**src/rtl/keypad_pkg.sv**
```systemverilog
// rtl/keypad_pkg.sv - key codes, debounce state encoding and code helpers for keypad_scan
// Contents: KEY_* code constants, deb_state_t, rc_to_code(), code_to_onehot(), code_is_single()
package keypad_pkg;

    localparam logic [3:0] KEY_NONE  = 4'd0;
    localparam logic [3:0] KEY_0     = 4'd1;
    localparam logic [3:0] KEY_1     = 4'd2;
    localparam logic [3:0] KEY_2     = 4'd3;
    localparam logic [3:0] KEY_3     = 4'd4;
    localparam logic [3:0] KEY_4     = 4'd5;
    localparam logic [3:0] KEY_5     = 4'd6;
    localparam logic [3:0] KEY_6     = 4'd7;
    localparam logic [3:0] KEY_7     = 4'd8;
    localparam logic [3:0] KEY_8     = 4'd9;
    localparam logic [3:0] KEY_9     = 4'd10;
    localparam logic [3:0] KEY_STAR  = 4'd11;
    localparam logic [3:0] KEY_HASH  = 4'd12;
    localparam logic [3:0] KEY_MULTI = 4'd15;

    typedef enum logic [1:0] {
        ST_IDLE      = 2'd0,
        ST_DEB_PRESS = 2'd1,
        ST_PRESSED   = 2'd2,
        ST_DEB_REL   = 2'd3
    } deb_state_t;

    // Matrix position to key code: r0 = 1 2 3, r1 = 4 5 6, r2 = 7 8 9, r3 = * 0 #
    function automatic logic [3:0] rc_to_code(input logic [1:0] row, input logic [1:0] col);
        logic [3:0] code;
        case ({row, col})
            4'h0:    code = KEY_1;
            4'h1:    code = KEY_2;
            4'h2:    code = KEY_3;
            4'h4:    code = KEY_4;
            4'h5:    code = KEY_5;
            4'h6:    code = KEY_6;
            4'h8:    code = KEY_7;
            4'h9:    code = KEY_8;
            4'hA:    code = KEY_9;
            4'hC:    code = KEY_STAR;
            4'hD:    code = KEY_0;
            4'hE:    code = KEY_HASH;
            default: code = KEY_NONE;
        endcase
        return code;
    endfunction

    // Digit codes map to bit (code - KEY_0); '*', '#' and non-key codes give zero
    function automatic logic [9:0] code_to_onehot(input logic [3:0] code);
        logic [9:0] oh;
        for (int i = 0; i < 10; i++) begin
            oh[i] = (code == 4'(i + 1));
        end
        return oh;
    endfunction

    function automatic logic code_is_single(input logic [3:0] code);
        return (code >= KEY_0) && (code <= KEY_HASH);
    endfunction

endpackage

```
**src/rtl/keypad_debounce.sv**
```systemverilog
// rtl/keypad_debounce.sv - press/release debounce FSM fed by one code per scan frame
// Ports: clk, rst (async, active-high); frame_valid/frame_code in (one result per frame);
//        keypad[9:0], key_star, key_hash (accepted key levels), key_press (one-clock pulse) out
module keypad_debounce
    import keypad_pkg::*;
#(
    parameter int DEB_SCANS = 3
) (
    input  logic       clk,
    input  logic       rst,
    input  logic       frame_valid,
    input  logic [3:0] frame_code,
    output logic [9:0] keypad,
    output logic       key_star,
    output logic       key_hash,
    output logic       key_press
);

    localparam int CW = $clog2(DEB_SCANS + 1);

    deb_state_t    state;
    logic [3:0]    cand;
    logic [CW-1:0] cnt;
    logic [CW-1:0] cnt_inc;
    logic          cnt_done;
    logic          single;

    // Saturating increment: the match count parks at DEB_SCANS instead of wrapping
    always_comb begin
        cnt_inc  = (cnt == CW'(DEB_SCANS)) ? cnt : cnt + CW'(1);
        cnt_done = (cnt_inc == CW'(DEB_SCANS));
        single   = code_is_single(frame_code);
    end

    always_ff @(posedge clk or posedge rst) begin
        if (rst) begin
            state     <= ST_IDLE;
            cand      <= KEY_NONE;
            cnt       <= '0;
            keypad    <= '0;
            key_star  <= 1'b0;
            key_hash  <= 1'b0;
            key_press <= 1'b0;
        end else begin
            key_press <= 1'b0;
            if (frame_valid) begin
                case (state)
                    ST_IDLE: begin
                        if (single) begin
                            cand  <= frame_code;
                            cnt   <= CW'(1);
                            state <= ST_DEB_PRESS;
                        end
                    end
                    ST_DEB_PRESS: begin
                        if (frame_code == cand) begin
                            cnt <= cnt_inc;
                            if (cnt_done) begin
                                cnt       <= '0;
                                state     <= ST_PRESSED;
                                keypad    <= code_to_onehot(cand);
                                key_star  <= (cand == KEY_STAR);
                                key_hash  <= (cand == KEY_HASH);
                                key_press <= 1'b1;
                            end
                        end else if (single) begin
                            cand <= frame_code;
                            cnt  <= CW'(1);
                        end else begin
                            cand  <= KEY_NONE;
                            cnt   <= '0;
                            state <= ST_IDLE;
                        end
                    end
                    ST_PRESSED: begin
                        // Anything but the accepted key (including a different key) starts a release
                        if (frame_code != cand) begin
                            cnt   <= CW'(1);
                            state <= ST_DEB_REL;
                        end
                    end
                    ST_DEB_REL: begin
                        if (frame_code == cand) begin
                            cnt   <= '0;
                            state <= ST_PRESSED;
                        end else begin
                            cnt <= cnt_inc;
                            if (cnt_done) begin
                                cnt      <= '0;
                                cand     <= KEY_NONE;
                                state    <= ST_IDLE;
                                keypad   <= '0;
                                key_star <= 1'b0;
                                key_hash <= 1'b0;
                            end
                        end
                    end
                    default: state <= ST_IDLE;
                endcase
            end
        end
    end

endmodule

```
**src/rtl/keypad_scan.sv**
```systemverilog
// rtl/keypad_scan.sv - 4x3 keypad column scanner with per-frame key decode and debounce
// Ports: clk, rst (async, active-high); key_row[3:0] in (async row sense);
//        key_col[2:0] out (one-hot column drive); keypad[9:0], key_star, key_hash, key_press out
module keypad_scan
    import keypad_pkg::*;
#(
    parameter int SCAN_HOLD = 2,
    parameter int DEB_SCANS = 3
) (
    input  logic       clk,
    input  logic       rst,
    input  logic [3:0] key_row,
    output logic [2:0] key_col,
    output logic [9:0] keypad,
    output logic       key_star,
    output logic       key_hash,
    output logic       key_press
);

    // SCAN_HOLD must be >= 2: the synchronizer needs one clock inside the new column
    // before the slot's last clock samples it, otherwise the previous column leaks in.
    localparam int HW = $clog2(SCAN_HOLD);

    logic [3:0]    row_sync;
    logic [HW-1:0] hold_cnt;
    logic [1:0]    col_idx;
    logic [1:0]    acc_cnt;
    logic [3:0]    acc_code;

    logic          slot_end;
    logic [1:0]    hit_cnt;
    logic [1:0]    hit_row;
    logic [2:0]    sum_cnt;
    logic [1:0]    tot_cnt;
    logic [3:0]    tot_code;
    logic          frame_valid;
    logic [3:0]    frame_code;

    // Key counts saturate at 2: anything beyond one key is simply MULTI
    always_comb begin
        slot_end = (hold_cnt == HW'(SCAN_HOLD - 1));
        hit_cnt  = 2'd0;
        hit_row  = 2'd0;
        for (int r = 3; r >= 0; r--) begin
            if (row_sync[r]) begin
                hit_row = 2'(r);
                if (hit_cnt != 2'd2) begin
                    hit_cnt = hit_cnt + 2'd1;
                end
            end
        end
        sum_cnt  = {1'b0, acc_cnt} + {1'b0, hit_cnt};
        tot_cnt  = (sum_cnt >= 3'd2) ? 2'd2 : sum_cnt[1:0];
        tot_code = (acc_cnt != 2'd0) ? acc_code : rc_to_code(hit_row, col_idx);
        frame_valid = slot_end && (col_idx == 2'd2);
        case (tot_cnt)
            2'd0:    frame_code = KEY_NONE;
            2'd1:    frame_code = tot_code;
            default: frame_code = KEY_MULTI;
        endcase
    end

    always_ff @(posedge clk or posedge rst) begin
        if (rst) begin
            row_sync <= '0;
            hold_cnt <= '0;
            col_idx  <= 2'd0;
            key_col  <= 3'b001;
            acc_cnt  <= 2'd0;
            acc_code <= KEY_NONE;
        end else begin
            row_sync <= key_row;
            if (slot_end) begin
                hold_cnt <= '0;
                if (col_idx == 2'd2) begin
                    // Frame is handed to the debouncer on this same edge
                    col_idx  <= 2'd0;
                    key_col  <= 3'b001;
                    acc_cnt  <= 2'd0;
                    acc_code <= KEY_NONE;
                end else begin
                    col_idx  <= col_idx + 2'd1;
                    key_col  <= {key_col[1:0], 1'b0};
                    acc_cnt  <= tot_cnt;
                    acc_code <= tot_code;
                end
            end else begin
                hold_cnt <= hold_cnt + HW'(1);
            end
        end
    end

    keypad_debounce #(
        .DEB_SCANS (DEB_SCANS)
    ) u_debounce (
        .clk         (clk),
        .rst         (rst),
        .frame_valid (frame_valid),
        .frame_code  (frame_code),
        .keypad      (keypad),
        .key_star    (key_star),
        .key_hash    (key_hash),
        .key_press   (key_press)
    );

endmodule

```
**config.mk**
```make
export PLATFORM = sky130hd
export DESIGN_NAME = keypad_scan
export DESIGN_NICKNAME = d
export VERILOG_FILES = /design/src/rtl/keypad_pkg.sv /design/src/rtl/keypad_debounce.sv /design/src/rtl/keypad_scan.sv
export SDC_FILE = /design/constraint.sdc
export NUM_CORES = 1
export LEC_CHECK = 0
export ABC_AREA = 0
export CORE_ASPECT_RATIO = 1.2
export CORE_MARGIN = 5
export CORE_UTILIZATION = 50
export CTS_CLUSTER_DIAMETER = 200
export CTS_CLUSTER_SIZE = 25
export DETAILED_ROUTE_END_ITERATION = 12
export GPL_TIMING_DRIVEN = 0
export PLACE_DENSITY = 0.82
export SLEW_MARGIN = 25
export SYNTH_ARGS = -nofsm -noshare
export SYNTH_HDL_FRONTEND = slang
export SYNTH_SLANG_ARGS = --single-unit
```
**constraint.sdc**
```tcl
create_clock -name clk -period 4.2 [get_ports clk]
set_input_delay 0.42 -clock clk [delete_from_list [all_inputs] [get_ports clk]]
set_output_delay 0.42 -clock clk [all_outputs]
set_load 0.01 [all_outputs]
```
==> flow_summary.toml <==
[outcome]
status = "complete, no violations"

[worst_setup_path]
cp-end-kind = "flop"
cp_cell_sequence = "inv_1, ha_1, inv_1, mux2i_1, ha_1, inv_1, mux2i_1, ha_1, inv_1, fa_1, nand2_1, a21oi_1, o21ai_0, xnor2_1, nand4_2, xor2_1, clkbuf_2, o21ai_0, o41ai_1"
startpoint = "row_sync[2]"
slowest_delay_ns = 0.48
crit_end = "u_debounce.keypad[2]"
crit_type = "reg2reg"
r2r_cells = 19
crit_slowest_cell = "fa_1"
cp_max_fo = 10
r2r_setup_slack_ns = 0.44
rr_startpoint = "row_sync[2]"
start_kind = "flop"
worst_path_most_repeated_cell = "inv_1"
r2r-end = "u_debounce.keypad[2]"
crit_required_ns = 4.37
arrival_ns = 3.93

[route]
wl_microns = 4460
route.vias.total = 1758
via_per_inst = 5.58
route.detailed.drc = 0
drt_iter0_drc = 118
first_pass_iters = 5
drtAntennaViolNets = 0
drt-wirelength-per-cell_microns = 14.1

[clocking]
cts_hold_buf = 0
post_cts_resized = 0
clock-sinks = 37
clk-insertion-delay-late_ns = 0.29
cts_inserted_buffers = 5
cts_buffer_depth = 2
clk_pin_slew_ns = 0.08
cts_root_buf = "clkbuf_8"
h-tree-depth = 2
cts_setup_buffers = 0
cts_tree = "built"

[cells_and_area]
layout_commonest_cell = "dfrtp_1"
fill_cells = 382
antenna_cells = 0
nets = 275
areaGrowthSynthToFinish_pct = 16.6
layout_common_cells = "dfrtp_1, nand2_1, o21ai_0, clkdlybuf4s50_1, inv_1"
fin_util_pct = 60.6
final_area_sq_um = 2580
drive_gt1_share_pct = 11.6

[synth]
synth_largest_area_cell = "dfrtp_1"
syn_avg_cell_area_sq_um = 9.63
yosysSeqAreaShare_pct = 41.9
synth_seq_cells = 37
synthTopCellsByArea = "dfrtp_1, ha_1, o21ai_0"
synth_nets = 247
synth_top_area_share_pct = 40.7
synthFlopType = "dfrtp_1"
synth-edff-count = 0
syn-cell-area_sq_um = 2210
synth_warnings = 0
syn_inst = 230
async_flop_share_pct = 100
yosysUniqueCellTypes = 57

[pwr]
p_leak_uw = 0.00118
power.density_nw_per_um2 = 351
ir_drop_mv = 0.246

[floorplan]
die_area_sq_um = 5870
fp.dieH_microns = 82.9
core-area_sq_um = 4260
ioPinCount = 22
rows = 26
start_util_pct = 52.0
fp.dieW_microns = 70.8

[timing]
setup_tns_ns = 0
relSlewSlack_pct = 49.9
worstMarginPinSlew_ns = 0.750
post-route-min-period_ns = 3.76
min_period_over_period_pct = 89.5
worst_slack_ns = 0.442
skew_ns = 0.00764
finalHoldViolCount = 0
final-setup-viol-count = 0
fmax_mhz = 266
slew_viol_final = 0
rsz0062_at_grt = "no"

[grt]
grt_overflow = 0
grt_max_degree = 38
grt_pass1_wl_microns = 7530
grt_usage_pct = 15.5
grt_pass1_vias = 1655
antenna_found_initial = 0

[place]
dpl.hpwl_microns = 3310
port_buffers = 21
postPlaceCellArea_sq_um = 2490
pre_cts_ws_ns = 0.400
gp_congestion = 0.901

[flow_run]
drv_cap = 0

[worst_hold_path]
holdCritPathClass = "reg2reg"
stage by stage:
stage | power, uW | hold WS [ns] | cells
after CTS | 910 | 0.487 | 315
final | 907 | 0.486 | 315
after global routing | 962 | 0.520 | 315
after detailed placement | 669 | 0.483 | 307
after global placement | 657 | 0.469 | 307
after floorplan | 611 | 0.451 | 230
flip-flops by register name (all words and copies together), names as in the netlist, 2 cells and up, named ones only:
signal / count
acc_code: 4
u_debounce.cnt: 2
u_debounce.keypad: 10
key_col: 3
u_debounce.cand: 4
acc_cnt: 2
col_idx: 2
row_sync: 4
layout make-up:
class	count	area, sq um	share of cell area (%)
sequential	37	927	35.9
timing repair buffer	21	210	8.14
multi-input combinational	157	1120	43.3
clock inverter	3	17.5	0.678
inverter	20	75.1	2.91
buffer	16	96.3	3.73
tap	56	70.1	2.71
clock buffer	5	68.8	2.66
worst max-delay path: cells and delay by family (launching register included):
kind | cells | cell delay [ns]
fa+ha+maj | 4 | 1.08
buf+inv | 5 | 0.54
xor+xnor | 2 | 0.50
compound gates | 4 | 0.49
flops | 1 | 0.39
mux | 2 | 0.33
simple gates | 2 | 0.32
Yosys cell counts (all sizes together) (2+ instances only):
master / count
dfrtp: 36
nand2: 23
o21ai: 23
inv: 20
nor2: 12
clkbuf: 10
ha: 10
o41ai: 9
a21oi: 8
buf: 6
nor3: 6
mux2i: 5
nand2b: 4
o2bb2ai: 4
o31ai: 4
xor2: 4
a211oi: 3
mux2: 3
or3: 3
a31oi: 2
a32oi: 2
and3: 2
nand3: 2
nand4: 2
o22ai: 2
o311ai: 2
xnor2: 2
layer usage:
metal | global-route usage (%) | vias up | wire length [microns]
met5 | 0 | - | 0
met4 | 3.59 | 0 | 63
met3 | 2.90 | 9 | 149
met2 | 28.6 | 32 | 2370
met1 | 18.3 | 841 | 1870
li1 | - | 876 | -
where the power goes:
| group | internal, uW | switching [uW] | leakage [uW] | total [uW] |
|---|---|---|---|---|
| clock network | 115 | 130 | 0.0000439 | 245 |
| registers | 383 | 21.7 | 0.000493 | 405 |
| logic | 96.9 | 161 | 0.000643 | 258 |
cell families (layout without fill, tap and decap cells):
kind of cell    Yosys count  in the layout  share of synthesized area [%]
compound gates           73             73                           24.9
simple gates             59             59                           12.8
flops                    37             37                           41.9
buf+inv                  36             65                           7.68
fa+ha+maj                11             11                           6.55
mux                       8              8                           3.79
xor+xnor                  6              6                           2.37
worst min path at each step:
stage | slack (ns) | from | cells past startpoint | to
2_1_floorplan | 0.45 | key_row[0] | 0 | row_sync[0]
3_5_place_dp | 0.48 | key_col[0] | 2 | key_col[0]
3_3_place_gp | 0.47 | key_col[0] | 2 | key_col[0]
6_report | 0.49 | key_col[0] | 2 | key_col[0]
5_1_grt | 0.52 | key_col[2] | 1 | key_col[2]
4_1_cts | 0.49 | key_col[0] | 2 | key_col[0]
Note: power is estimated with default switching activity, not from simulation.
